`config.mk`:
```
export PLATFORM = sky130hd
export DESIGN_NAME = branch_unit
export DESIGN_NICKNAME = d
export VERILOG_FILES = /design/src/rtl/branch_pkg.sv /design/src/rtl/branch_bht.sv /design/src/rtl/branch_unit.sv
export SDC_FILE = /design/constraint.sdc
export NUM_CORES = 1
export LEC_CHECK = 0
export CAP_MARGIN = 10
export CELL_PAD_IN_SITES_DETAIL_PLACEMENT = 1
export CELL_PAD_IN_SITES_GLOBAL_PLACEMENT = 1
export CORE_MARGIN = 3
export CORE_UTILIZATION = 37
export CTS_CLUSTER_SIZE = 24
export DETAILED_ROUTE_END_ITERATION = 10
export PLACE_DENSITY = 0.9
export SLEW_MARGIN = 20
export SYNTH_ARGS = -nofsm -noshare
export SYNTH_HDL_FRONTEND = slang
export SYNTH_SLANG_ARGS = --single-unit
export TNS_END_PERCENT = 5
```
`constraint.sdc`:
```
create_clock -name clk -period 6.3 [get_ports clk]
set_input_delay 1.26 -clock clk [delete_from_list [all_inputs] [get_ports clk]]
set_output_delay 1.26 -clock clk [all_outputs]
set_load 0.02 [all_outputs]
```
`src/rtl/branch_pkg.sv`:
```
// Shared encodings for the branch resolution unit: branch-op enum,
// conditional-branch funct3 values and 2-bit history counter states.
package branch_pkg;

    typedef enum logic [1:0] {
        BROP_COND = 2'b00,
        BROP_JAL  = 2'b01,
        BROP_JALR = 2'b10,
        BROP_NONE = 2'b11
    } brop_e;

    localparam logic [2:0] F3_BEQ  = 3'b000;
    localparam logic [2:0] F3_BNE  = 3'b001;
    localparam logic [2:0] F3_BLT  = 3'b100;
    localparam logic [2:0] F3_BGE  = 3'b101;
    localparam logic [2:0] F3_BLTU = 3'b110;
    localparam logic [2:0] F3_BGEU = 3'b111;

    localparam logic [1:0] SNT = 2'b00;
    localparam logic [1:0] WNT = 2'b01;
    localparam logic [1:0] WT  = 2'b10;
    localparam logic [1:0] ST  = 2'b11;

    // Saturating step of a 2-bit history counter.
    function automatic logic [1:0] ctr_next(input logic [1:0] c, input logic up);
        if (up) return (c == ST)  ? ST  : c + 2'd1;
        else    return (c == SNT) ? SNT : c - 2'd1;
    endfunction

endpackage

```
`src/rtl/branch_bht.sv`:
```
// Branch history table: array of 2-bit saturating counters with one
// combinational lookup port and one registered update port.
// Only instantiated when BRANCH_PRED_EN is defined.
module branch_bht
    import branch_pkg::*;
#(
    parameter int n           = 32,
    parameter int BHT_ENTRIES = 16
) (
    input  logic         clk,
    input  logic         reset,
    input  logic [n-1:0] lookup_pc,
    output logic         lookup_pred,
    input  logic         upd_en,
    input  logic [n-1:0] upd_pc,
    input  logic         upd_taken
);
    localparam int IW = $clog2(BHT_ENTRIES);

    logic [1:0]    cnt [BHT_ENTRIES];
    logic [IW-1:0] lookup_idx;
    logic [IW-1:0] upd_idx;
    logic          unused_pc_bits;

    assign lookup_idx     = lookup_pc[IW+1:2];
    assign upd_idx        = upd_pc[IW+1:2];
    assign unused_pc_bits = ^{lookup_pc[n-1:IW+2], lookup_pc[1:0],
                              upd_pc[n-1:IW+2], upd_pc[1:0]};

    // Read is from the register array, so a same-index update is not visible until next cycle.
    assign lookup_pred = cnt[lookup_idx][1];

    // Counters reset to weakly not-taken and train on resolved conditional branches.
    always_ff @(posedge clk or posedge reset) begin
        if (reset) begin
            for (int i = 0; i < BHT_ENTRIES; i++) cnt[i] <= WNT;
        end else if (upd_en) begin
            cnt[upd_idx] <= ctr_next(cnt[upd_idx], upd_taken);
        end
    end

endmodule

```
`src/rtl/branch_unit.sv`:
```
// Execute-stage branch/jump resolution with a one-entry valid/ready
// output register, mispredict detection and statistics counters.
// Optional BHT-based fetch prediction is enabled by defining BRANCH_PRED_EN;
// otherwise fetch_pred is statically not-taken.
module branch_unit
    import branch_pkg::*;
#(
    parameter int n           = 32,
    parameter int BHT_ENTRIES = 16,
    parameter int CNT_W       = 16
) (
    input  logic             clk,
    input  logic             reset,
    input  logic             in_valid,
    output logic             in_ready,
    input  logic [1:0]       brop,
    input  logic [2:0]       brfunc,
    input  logic [n-1:0]     A,
    input  logic [n-1:0]     B,
    input  logic [n-1:0]     pc,
    input  logic [n-1:0]     imm,
    input  logic             pred_taken_in,
    output logic             out_valid,
    input  logic             out_ready,
    output logic             taken,
    output logic [n-1:0]     target,
    output logic [n-1:0]     link,
    output logic             mispredict,
    input  logic [n-1:0]     fetch_pc,
    output logic             fetch_pred,
    output logic [CNT_W-1:0] br_count,
    output logic [CNT_W-1:0] mis_count
);
    logic         capture;
    logic         cmp;
    logic         taken_c;
    logic         mis_c;
    logic [n-1:0] target_c;
    logic [n-1:0] jalr_sum;

    assign in_ready = ~out_valid | out_ready;
    assign capture  = in_valid & in_ready;
    assign jalr_sum = A + imm;

    // Conditional compare; the two unused funct3 codes resolve not-taken.
    always_comb begin
        cmp = 1'b0;
        case (brfunc)
            F3_BEQ:  cmp = (A == B);
            F3_BNE:  cmp = (A != B);
            F3_BLT:  cmp = ($signed(A) <  $signed(B));
            F3_BGE:  cmp = ($signed(A) >= $signed(B));
            F3_BLTU: cmp = (A <  B);
            F3_BGEU: cmp = (A >= B);
            default: cmp = 1'b0;
        endcase
    end

    // Direction, target and mispredict; JALR always redirects since no target is predicted.
    always_comb begin
        taken_c  = 1'b0;
        mis_c    = 1'b0;
        target_c = pc + imm;
        case (brop_e'(brop))
            BROP_COND: begin taken_c = cmp;  mis_c = cmp ^ pred_taken_in; end
            BROP_JAL:  begin taken_c = 1'b1; mis_c = ~pred_taken_in;      end
            BROP_JALR: begin
                taken_c  = 1'b1;
                mis_c    = 1'b1;
                target_c = {jalr_sum[n-1:1], 1'b0};
            end
            default:   begin taken_c = 1'b0; mis_c = pred_taken_in;      end
        endcase
    end

    // Output register: load on capture, drop valid on drain, hold under backpressure.
    always_ff @(posedge clk or posedge reset) begin
        if (reset) begin
            out_valid  <= 1'b0;
            taken      <= 1'b0;
            target     <= '0;
            link       <= '0;
            mispredict <= 1'b0;
        end else if (capture) begin
            out_valid  <= 1'b1;
            taken      <= taken_c;
            target     <= target_c;
            link       <= pc + n'(4);
            mispredict <= mis_c;
        end else if (out_ready) begin
            out_valid  <= 1'b0;
        end
    end

    // Statistics counters, wrapping naturally at 2^CNT_W.
    always_ff @(posedge clk or posedge reset) begin
        if (reset) begin
            br_count  <= '0;
            mis_count <= '0;
        end else if (capture) begin
            if (brop != BROP_NONE) br_count  <= br_count + 1'b1;
            if (mis_c)             mis_count <= mis_count + 1'b1;
        end
    end

`ifdef BRANCH_PRED_EN
    branch_bht #(
        .n           (n),
        .BHT_ENTRIES (BHT_ENTRIES)
    ) u_bht (
        .clk         (clk),
        .reset       (reset),
        .lookup_pc   (fetch_pc),
        .lookup_pred (fetch_pred),
        .upd_en      (capture && (brop == BROP_COND)),
        .upd_pc      (pc),
        .upd_taken   (taken_c)
    );
`else
    logic unused_fetch_pc;
    assign unused_fetch_pc = ^fetch_pc;
    assign fetch_pred      = 1'b0;
`endif

endmodule

```
======== Word level (Yosys, flattened, before mapping) ========
Cells that the tools add are included.
storage, ports and cells
  logic and storage cells ................. 43
  bits in registers ....................... 99
  input port bits ......................... 170
cells by class
  mux-type cells .......................... 6
  equal/unequal tests ..................... 10
  reduce and logical (&&, ||, !) cells .... 6
  add/subtract/negate cells ............... 5
  bitwise logic cells ..................... 5
  magnitude comparators ................... 4
operator list
  cell                                                                    count
  32-bit adder                                                            2
  32-bit greater-or-equal comparator                                      2
  32-bit < comparator                                                     2
  16-bit by 1-bit adder with 16-bit output (second input constant)        2
  32-bit by 3-bit adder with 32-bit output (second input constant)        1
  32-bit equality test                                                    1
  32-bit two-way mux                                                      1
  32-bit inequality test                                                  1
  3-bit equality test (second input constant)                             4
  1-bit one-hot mux with 6 select lines                                   1
  2-bit AND reduction                                                     2
  3-bit by 1-bit equality test with 1-bit output (second input constant)  1
  3-bit zero test                                                         1
  1-bit one-hot mux with 3 select lines                                   1
  2-bit by 1-bit equality test with 1-bit output (second input constant)  1
  2-bit equality test (second input constant)                             1
  2-bit zero test                                                         1
  1-bit two-way mux                                                       2
  2-bit inequality test (second input constant)                           1
  1-bit NOT                                                               2
  1-bit one-hot mux with 2 select lines                                   1
  2-bit nonzero test                                                      1
  2-bit OR reduction                                                      1
  1-bit bitwise AND                                                       1
  2 further kinds                                                         2

======== Depth between registers and ports, before layout ========
  depth after elaboration ................. 5
  mapped depth ............................ 13
  gate-level depth less buffers ........... 13

======== Worst setup path after synthesis ========
OpenSTA, ideal clock, no wires.
  path type ............................... input-to-reg
  start ................................... input port pc[0]
  end ..................................... register target[30]
  stages .................................. 13
  arrival ................................. 3.625 ns
  path slack .............................. 2.549 ns
  buffers on the path ..................... 0
  setup time .............................. 0.126 ns
  path through ............................ ha_1 > inv_1 > fa_1 > nand2b_1 > a211oi_1 > o21a_1 > a41oi_2 > o21a_1 > o211ai_1 > nand4_1 > nand3_1 > xor2_1 > a221o_1
between the ends
  longest elaborated chain between the ends .. 2
ends and longest elaborated chain
  item                  RTL line           text
  from (decl)           branch_unit.sv:20  input logic [n-1:0] pc,
  32-bit adder          branch_unit.sv:63  target_c = pc + imm;
  32-bit two-way mux    branch_unit.sv:64  case (brop_e'(brop))
  to (signal assigned)  branch_unit.sv:87  target <= target_c;
  to (decl)             branch_unit.sv:26  output logic [n-1:0] target,
No other way between the ends.
A chain may end at the register's enable or synchronous reset.

======== Worst setup path after layout ========
  start ................................... input port imm[0]
  end ..................................... register target[30]
between the ends
  longest elaborated chain between the ends .. 2
ends and longest elaborated chain
  item                                    RTL line                              text
  from (decl)                             branch_unit.sv:21                     input logic [n-1:0] imm,
  32-bit adder, on equally long branches  branch_unit.sv:63, branch_unit.sv:43
  32-bit two-way mux *                    branch_unit.sv:64
Mark *: on every way between the ends. The rest lies on a longest branch, timed or not.

==> flow_metrics.env <==
export IMPL_fin_skew_ps=7.46
export IMPL_yosysMostFrequentCell="nand2_1"
export IMPL_drive_gt1_frac=0.0384
export IMPL_status="finished clean"
export IMPL_hold_violations=0
export IMPL_first_pass_iters=4
export IMPL_cts_buffers=9
export IMPL_wl_per_cell_um=19.6
export IMPL_power_density_nw_per_um2=223
export IMPL_drt_iter0_drc=414
export IMPL_die_h_um=158
export IMPL_min_period_ps=4520
export IMPL_nets=1516
export IMPL_crit_fanout=3
export IMPL_clkPwrFrac=0.225
export IMPL_finalSetupViolCount=0
export IMPL_synth_edff_count=0
export IMPL_dpl_hpwl_um=24900
export IMPL_ioPinCount=271
export IMPL_num_rows=54
export IMPL_clk_latency_ps=350
export IMPL_via_count=8523
export IMPL_cts_htree_levels=3
export IMPL_die_area_um2=24900
export IMPL_grt_ovfl_total=0
export IMPL_cts_tree="done"
export IMPL_detail_route_antenna_nets=0
export IMPL_synth_top_area_share=0.291
export IMPL_internal_power_mw=1.58
export IMPL_synthSimpleGateAreaFrac=0.190
export IMPL_fmax_ghz=0.221
export IMPL_post_cts_resized=0
export IMPL_cp_required_ps=6540
export IMPL_portBuffers=237
export IMPL_fin_area_um2=11500
export IMPL_synth_top_family_by_area="compound AO/OA/AOI/OAI gates"
export IMPL_power_mw=2.56
export IMPL_drv_slew=0
export IMPL_syn_instance_count=1017
export IMPL_route_detailed_drc=0
export IMPL_syn_nets=1289
export IMPL_reg2reg_slack_ps=3810
export IMPL_antenna_found_initial=0
export IMPL_min_path_type="reg -> reg"
export IMPL_initial_core_util=0.383
export IMPL_hold_buffers=0
export IMPL_crit_arrival_ps=4760
export IMPL_p_seq_frac=0.332
export IMPL_synth_compound_area_frac=0.209
export IMPL_synth_warnings=0
export IMPL_syn2layout_area_growth_pct=34.8
export IMPL_fp_coreArea_um2=22200
export IMPL_max_slew_margin=0.506
export IMPL_synth_area_um2=8520
export IMPL_synthFlopType="dfrtp_1"
export IMPL_routed_via_density=5.57
export IMPL_max_vdd_ir_drop_mv=0.131
export IMPL_clock_sinks=99
export IMPL_nFillCells=2597
export IMPL_synth_yosys_seq_area_share=0.291
export IMPL_synth_common_cells="nand2_1 (133), ha_1 (100), dfrtp_1 (99)"
export IMPL_grt_start_max_net_pins=87
export IMPL_clockBufferDepth=2
export IMPL_post_route_period_util=0.717
export IMPL_routed_wl_um=30100
export IMPL_synth_adder_area_share=0.152
export IMPL_grtUsageTotal=0.236
export IMPL_grt_pass1_wl_um=46200
export IMPL_maxCapViolations=0
export IMPL_synthXorXnorAreaFrac=0.113
export IMPL_critical_path_class="in -> reg"
export IMPL_first_global_vias=8900
export IMPL_worst_slew_pin_slew_ps=741
export IMPL_syn_avg_cell_area_um2=8.38
export IMPL_ys_types=78
export IMPL_p_comb_frac=0.442
export IMPL_place_gp_congestion=0.897
export IMPL_postSynth_asyncResetShare=1.00
export IMPL_p_leak_nw=5.03
export IMPL_ys_seq_elements=99
export IMPL_postPlaceCellArea_um2=11200
export IMPL_rsz0062_at_grt="false"
export IMPL_startpoint_type="primary input"
export IMPL_power_switching_uw=983
export IMPL_post_synth_main_area_contributors="dfrtp_1 (29%), ha_1 (15%), xnor2_1 (6.4%)"
export IMPL_endpoint_kind="flip-flop"
export IMPL_post_cts_buffers=0
export IMPL_cts_root_buf="clkbuf_16"
export IMPL_clk_pin_slew_worst_paths_ps=80
export IMPL_power_share_switching=0.384
export IMPL_die_x_um=158
export IMPL_yosysTopAreaCell="dfrtp_1"
export IMPL_synth_mux_area_frac=0.00749
export IMPL_fin_setup_tns_ps=0
stage by stage:
step / util / hold WS (ps) / setup WS [ps] / cells
2_1_floorplan: - / 582 / 2450 / 1017
6_report: 0.517 / 473 / 1780 / 1530
5_1_grt: 0.517 / 511 / 1600 / 1529
4_1_cts: 0.517 / 479 / 1760 / 1529
3_5_place_dp: 0.503 / 466 / 1410 / 1513
3_3_place_gp: 0.503 / 460 / 1530 / 1513
layer usage:
| metal | part of all wire | GRT usage | wire length, um | up-vias |
|---|---|---|---|---|
| met5 | 0 | 0 | 0 | - |
| met4 | 0.030 | 0.0884 | 904 | 0 |
| met3 | 0.060 | 0.0355 | 1790 | 60 |
| met2 | 0.47 | 0.405 | 14300 | 292 |
| met1 | 0.44 | 0.300 | 13100 | 4081 |
| li1 | - | - | - | 4090 |
registers in the layout, summed over array words and instances, names as in the netlist:
signal      cells
br_count       16
taken           1
mispredict      1
out_valid       1
target         32
mis_count      16
link           32
layout by cell type, fill, tap and decap left out, types with 4 or more instances in the layout:
| cell type | netlist | routed |
|---|---|---|
| clkdlybuf4s50_1 | 0 | 237 |
| nand2_1 | 133 | 132 |
| ha_1 | 100 | 100 |
| dfrtp_1 | 99 | 99 |
| o21ai_0 | 87 | 87 |
| a21oi_1 | 77 | 77 |
| xnor2_1 | 62 | 62 |
| nor2_1 | 59 | 59 |
| inv_1 | 59 | 58 |
| xor2_1 | 48 | 48 |
| nand3_1 | 37 | 37 |
| nand4_1 | 27 | 27 |
| a21o_1 | 24 | 24 |
| and3_1 | 15 | 15 |
| nand2b_1 | 13 | 13 |
| o211ai_1 | 12 | 12 |
| nor3_1 | 11 | 11 |
| a31oi_1 | 11 | 11 |
| o21a_1 | 10 | 10 |
| clkbuf_16 | 0 | 9 |
| a211oi_1 | 7 | 7 |
| nor2b_1 | 7 | 7 |
| and2_1 | 6 | 6 |
| o21bai_1 | 6 | 6 |
| a211o_1 | 5 | 5 |
| buf_4 | 2 | 4 |
power by group through the flow:
stage	combinational, mW	clock (mW)	sequential, mW
4_1_cts	1.14	0.588	0.852
3_3_place_gp	1.08	0	0.853
6_report	1.13	0.578	0.852
2_1_floorplan	0.476	0	0.984
5_1_grt	1.23	0.614	0.868
3_5_place_dp	1.13	0	0.863
worst max-delay path, stage by stage:
cell and delay (ps):
clkdlybuf4s50_1 520, ha_1 220, inv_1 70, fa_1 390, nand2b_1 190, a211oi_1 450, o21a_1 260, a41oi_2 180
o21a_1 260, o211ai_1 270, nand4_1 150, nand3_1 120, xor2_1 90, a221o_1 330
worst paths after layout:
path                              startpoint            to  cells past startpoint
worst max-delay path                  imm[0]    target[30]                     14
worst min-delay path            br_count[15]  br_count[15]                      1
worst max register to register     out_valid  br_count[15]                      9
worst min register to register  br_count[15]  br_count[15]                      1
max in group asynchronous              reset      link[15]                      3
min in group asynchronous              reset  br_count[13]                      2
kinds of logic after synthesis:
kind of cell	count (synthesis)
muxes	6
buffers and inverters	85
DFF	99
AOI/OAI and AO/OA	281
adders and majority gates	102
xor gates and xnor gates	110
and+or+nand+nor	333
other	1
layout make-up:
type / count / area (um^2) / area share
Antenna cell: 1 / 2.50 / 0.000218
Clock buffer: 9 / 225 / 0.0196
Clock inverter: 7 / 77.6 / 0.00675
Inverter: 60 / 228 / 0.0198
Multi-Input combinational cell: 833 / 5720 / 0.498
Sequential cell: 99 / 2480 / 0.216
Tap cell: 280 / 350 / 0.0305
Timing Repair Buffer: 241 / 2400 / 0.209
(Power assumes the default switching activity.)
